==> config.mk <==
export PLATFORM = sky130hd
export DESIGN_NAME = note_sequencer
export DESIGN_NICKNAME = d
export VERILOG_FILES = /design/src/rtl/note_sequencer.sv
export SDC_FILE = /design/constraint.sdc
export NUM_CORES = 1
export LEC_CHECK = 0
export CORE_ASPECT_RATIO = 1.25
export CORE_UTILIZATION = 50
export DETAILED_ROUTE_END_ITERATION = 6
export DONT_BUFFER_PORTS = 1
export PLACE_DENSITY = 0.69
export SLEW_MARGIN = 20
export SYNTH_ARGS = -nofsm -noshare
export SYNTH_HDL_FRONTEND = slang
export SYNTH_SLANG_ARGS = --single-unit
==> constraint.sdc <==
create_clock -name clk -period 6 [get_ports clk]
set_input_delay 1.8 -clock clk [delete_from_list [all_inputs] [get_ports clk]]
set_output_delay 1.8 -clock clk [all_outputs]
set_load 0.01 [all_outputs]
==> src/rtl/note_sequencer.sv <==
// rtl/note_sequencer.sv - song ROM walker that feeds DDS phase increments and sample strobes
module note_sequencer #(
    parameter int SAMPLE_DIV = 2083,
    parameter int SONG_AW    = 7
) (
    input  logic               clk,
    input  logic               reset,
    input  logic               play,
    input  logic               restart,
    input  logic               beat,
    output logic [SONG_AW-1:0] rom_addr,
    input  logic [11:0]        rom_data,
    output logic [5:0]         note_addr,
    input  logic [21:0]        note_k,
    output logic [21:0]        k,
    output logic               sampling_pulse,
    output logic               busy,
    output logic               done
);

    localparam logic [2:0] S_IDLE   = 3'd0;
    localparam logic [2:0] S_FETCH  = 3'd1;
    localparam logic [2:0] S_DECODE = 3'd2;
    localparam logic [2:0] S_LOAD   = 3'd3;
    localparam logic [2:0] S_PLAY   = 3'd4;
    localparam logic [2:0] S_GAP    = 3'd5;
    localparam logic [2:0] S_DONE   = 3'd6;

    localparam int              DW       = (SAMPLE_DIV > 1) ? $clog2(SAMPLE_DIV) : 1;
    localparam logic [DW-1:0]   DIV_LAST = DW'(SAMPLE_DIV - 1);

    logic [2:0]         state;
    logic [SONG_AW-1:0] pointer;
    logic [5:0]         note_reg;
    logic [5:0]         dur_reg;
    logic [5:0]         count;
    logic [DW-1:0]      div;
    logic               running;
    logic               qbeat;

    assign running  = play && ((state == S_PLAY) || (state == S_GAP));
    assign qbeat    = play && beat;
    assign rom_addr = pointer;
    // The frequency table is addressed straight from the ROM word in DECODE so its
    // answer is ready for LOAD one cycle later.
    assign note_addr = (state == S_DECODE) ? rom_data[11:6] : note_reg;
    assign busy      = (state != S_IDLE) && (state != S_DONE);
    assign done      = (state == S_DONE);

    always_ff @(posedge clk or posedge reset) begin
        if (reset) begin
            state          <= S_IDLE;
            pointer        <= '0;
            note_reg       <= '0;
            dur_reg        <= '0;
            count          <= '0;
            div            <= '0;
            k              <= '0;
            sampling_pulse <= 1'b0;
        end else if (restart) begin
            state          <= S_FETCH;
            pointer        <= '0;
            count          <= '0;
            div            <= '0;
            k              <= '0;
            sampling_pulse <= 1'b0;
        end else begin
            sampling_pulse <= running && (div == DIV_LAST);
            if (running) begin
                div <= (div == DIV_LAST) ? '0 : div + 1'b1;
            end
            case (state)
                S_IDLE: begin
                    if (play) state <= S_FETCH;
                end
                S_FETCH: begin
                    state <= S_DECODE;
                end
                S_DECODE: begin
                    note_reg <= rom_data[11:6];
                    dur_reg  <= rom_data[5:0];
                    state    <= (rom_data[5:0] == 6'd0) ? S_DONE : S_LOAD;
                end
                S_LOAD: begin
                    k     <= (note_reg == 6'd0) ? '0 : note_k;
                    count <= dur_reg;
                    state <= S_PLAY;
                end
                S_PLAY: begin
                    if (qbeat) begin
                        if (count == 6'd1) begin
                            count <= '0;
                            k     <= '0;
                            state <= S_GAP;
                        end else begin
                            count <= count - 1'b1;
                        end
                    end
                end
                S_GAP: begin
                    // The last ROM entry ends the song rather than wrapping to 0.
                    if (qbeat) begin
                        if (pointer == '1) begin
                            state <= S_DONE;
                        end else begin
                            pointer <= pointer + 1'b1;
                            state   <= S_FETCH;
                        end
                    end
                end
                S_DONE: begin
                    k <= '0;
                end
                default: begin
                    state <= S_IDLE;
                end
            endcase
        end
    end

endmodule

==> flow_metrics.env <==
export IMPL_cts_resized=0
export IMPL_yosysMostFrequentCell="sky130_fd_sc_hd__dfrtp_1"
export IMPL_clock_tree_root_cell="sky130_fd_sc_hd__clkbuf_8"
export IMPL_achievable_frequency_ghz=0.252
export IMPL_post_synth_num_cell_types=62
export IMPL_number_of_enable_type_register_cells_in_the_synthesized_netlist=0
export IMPL_num_antenna_cells=0
export IMPL_grt_pass1_wl_mm=11.0
export IMPL_setup_viol=0
export IMPL_mappedNetlistNets=338
export IMPL_areaGrowthSynthToFinish_pct=7.76
export IMPL_postSynthAreaPerCell_um2=11.0
export IMPL_list_of_cells_traversed_by_the_critical_path="nor2b_1, nor2b_1, mux2_2"
export IMPL_timing_critical_path_slowest_cell_delay_ns=0.61
export IMPL_totalNegativeSetupSlack_ns=0
export IMPL_final_nets=338
export IMPL_synth_top_area_cell="sky130_fd_sc_hd__dfrtp_1"
export IMPL_place_detailed_instances=368
export IMPL_ys_top_cells_by_count="sky130_fd_sc_hd__dfrtp_1 (63), sky130_fd_sc_hd__a22o_1 (25), sky130_fd_sc_hd__mux2_2 (19)"
export IMPL_clk_transition_reported_paths_ns=0.07
export IMPL_largest_reg_flops=22
export IMPL_cp_top_family="simple AND/OR/NAND/NOR gates"
export IMPL_ir_drop_v=0.000256
export IMPL_cts_htree_levels=3
export IMPL_synth_xor_xnor_area_share=0.0136
export IMPL_worst_ep_arrival_time_ns=2.17
export IMPL_fp_coreArea_mm2=0.00621
export IMPL_post_layout_nonfiller_instances=384
export IMPL_worstHoldPathType="flop to flop"
export IMPL_cpMostUsedCell="sky130_fd_sc_hd__nor2b_1"
export IMPL_path_class="flop to output port"
export IMPL_top_register="k"
export IMPL_via_count=2339
export IMPL_antenna_found_initial=0
export IMPL_detail_route_wirelength_met1_mm=2.87
export IMPL_wl_per_cell_um=17.6
export IMPL_postCtsSetupRepairBufs=0
export IMPL_met3WireLength_um=200
export IMPL_io_pins=77
export IMPL_largest_family_of_logic_cells_by_synthesized_area="compound AO/OA/AOI/OAI gates"
export IMPL_synth_top_area_share=0.489
export IMPL_via_count_of_the_first_global_routing_pass=2251
export IMPL_slew_limit_headroom=0.480
export IMPL_synth_ff_latch_count=63
export IMPL_max_clock_path_buffers=2
export IMPL_routed_wirelength_mm=6.77
export IMPL_place_hpwl_mm=4.70
export IMPL_hold_fails_final_rpt=0
export IMPL_type_of_element_capturing_the_critical_path="output port"
export IMPL_seq_area_frac_synth=0.489
export IMPL_grt_setup_unrepaired="no"
export IMPL_post_synth_inst_count=294
export IMPL_syn_area_mm2=0.00323
export IMPL_synth_top_cells_by_area="sky130_fd_sc_hd__dfrtp_1 (49%), sky130_fd_sc_hd__a22o_1 (6.8%), sky130_fd_sc_hd__mux2_2 (6.6%)"
export IMPL_cellLeakagePower_uw=0.00150
export IMPL_met2RoutedLength_mm=3.53
export IMPL_grt_usage=0.217
export IMPL_floorplan_die_width_um=73.8
export IMPL_clock_latency_ns=0.33
export IMPL_path_max_fanout=12
export IMPL_timing_critical_path_required_ns=4.20
export IMPL_max_slew_worst_pin_slew_ns=0.780
export IMPL_yosys_area_share_adder=0.0194
export IMPL_power_per_unit_of_standard_cell_area_mw_per_mm2=426
export IMPL_vias_per_cell=6.09
export IMPL_layout_drive_gt1_share=0.174
export IMPL_finalClockSkew_ns=0.00904
export IMPL_route_antenna_remaining_nets=0
export IMPL_timing_critical_path_from_type="flop"
export IMPL_floorplan_die_area_mm2=0.00678
export IMPL_synthesized_area_fraction_occupied_by_ao_oa_aoi_and_oai_cells=0.223
export IMPL_yosys_most_used_dff="sky130_fd_sc_hd__dfrtp_1"
export IMPL_post_route_min_period_ns=3.97
export IMPL_global_route_overflow_total=0
export IMPL_floorplan_initialDensity=0.520
export IMPL_critPathSlowestCell="sky130_fd_sc_hd__nor2b_1"
export IMPL_p_total_uw=1480
export IMPL_clock_sinks=63
export IMPL_maximum_number_of_pins_on_one_net_before_global_route_repair=64
export IMPL_min_period_over_period=0.662
export IMPL_yosysWarningCount=0
export IMPL_postSynth_asyncResetShare=1.00
export IMPL_finalWeightedCongestion=0.801
export IMPL_top_signal_layer_used="met4"
export IMPL_synth_simple_gate_area_frac=0.140
export IMPL_num_fill_cells=543
export IMPL_die_height_um=91.8
export IMPL_remaining_drc_errors=0
export IMPL_cap_viol_max_count=0
export IMPL_num_cts_buffers=9
export IMPL_post_cts_hold_buffer_count=0
export IMPL_worst_path_buf_inv=0
export IMPL_drv_slew=0
export IMPL_port_buffers=0
export IMPL_synth_mux_area_fraction=0.0694
export IMPL_iteration_0_drc_count_of_the_detailed_router=99
export IMPL_outcome="finished clean"
export IMPL_core_rowCount=32
export IMPL_first_pass_iters=4
export IMPL_tritoncts="done"
==> worst paths after layout <==
| path | startpoint | to | slack, ns | cells after the start |
|---|---|---|---|---|
| worst max-delay path | state[1] | note_addr[1] | 2.03 | 3 |
| worst max register to register | state[1] | note_reg[5] | 3.47 | 4 |
| max in group asynchronous | reset | rom_addr[5] | 3.93 | 2 |
| worst min register to register | div[11] | div[11] | 0.49 | 1 |
| min in group asynchronous | reset | div[10] | 1.56 | 2 |
| worst min-delay path | div[11] | div[11] | 0.49 | 1 |
==> layout by cell type (no fill, tap or decap), types with 10 or more instances in the layout <==
cell	count
sky130_fd_sc_hd__nand2_1	16
sky130_fd_sc_hd__o21ai_0	12
sky130_fd_sc_hd__a22o_1	25
sky130_fd_sc_hd__mux2_2	19
sky130_fd_sc_hd__dfrtp_1	63
sky130_fd_sc_hd__inv_1	15
sky130_fd_sc_hd__nor2_1	17
sky130_fd_sc_hd__a21oi_1	10
sky130_fd_sc_hd__clkbuf_8	11
==> layout make-up <==
cell class | count | area, µm² | area share
clock buffers | 11 | 151 | 0.0436
multi-input cells | 201 | 1500 | 0.432
inverters | 16 | 60.1 | 0.0173
flip-flops and latches | 63 | 1580 | 0.454
well taps | 85 | 106 | 0.0306
clock inverters | 5 | 56.3 | 0.0162
repair buffers | 3 | 22.5 | 0.00648
==> cells by family (layout without fill, tap and decap cells) <==
group	count (synthesis)	after routing
buf+inv	30	35
flops	63	63
mux	20	20
xor+xnor	5	5
simple gates	80	80
fa+ha+maj	5	5
compound gates	91	91
==> per-stage QoR <==
stage          setup slack [ns]  instance area [µm²]   util  hold slack, ns
2_1_floorplan              2.12                 3230      -           0.438
3_3_place_gp               2.12                 3270  0.527           0.459
3_5_place_dp               2.11                 3270  0.527           0.478
4_1_cts                    2.01                 3480  0.560           0.488
5_1_grt                    1.89                 3480  0.560           0.492
6_report                   2.03                 3480  0.560           0.490
==> report_power, final <==
part           internal (µW)  total (µW)  switching [µW]
combinational            198         411             214
sequential               546         692             146
clock                    214         378             164
total                    958        1480             524
==> layer usage <==
metal | GRT usage | vias up
met5 | 0 | -
met4 | 0.101 | 0
met3 | 0.0516 | 11
met2 | 0.351 | 44
met1 | 0.269 | 1185
li1 | - | 1099
Power figures use the tool's default switching activity.
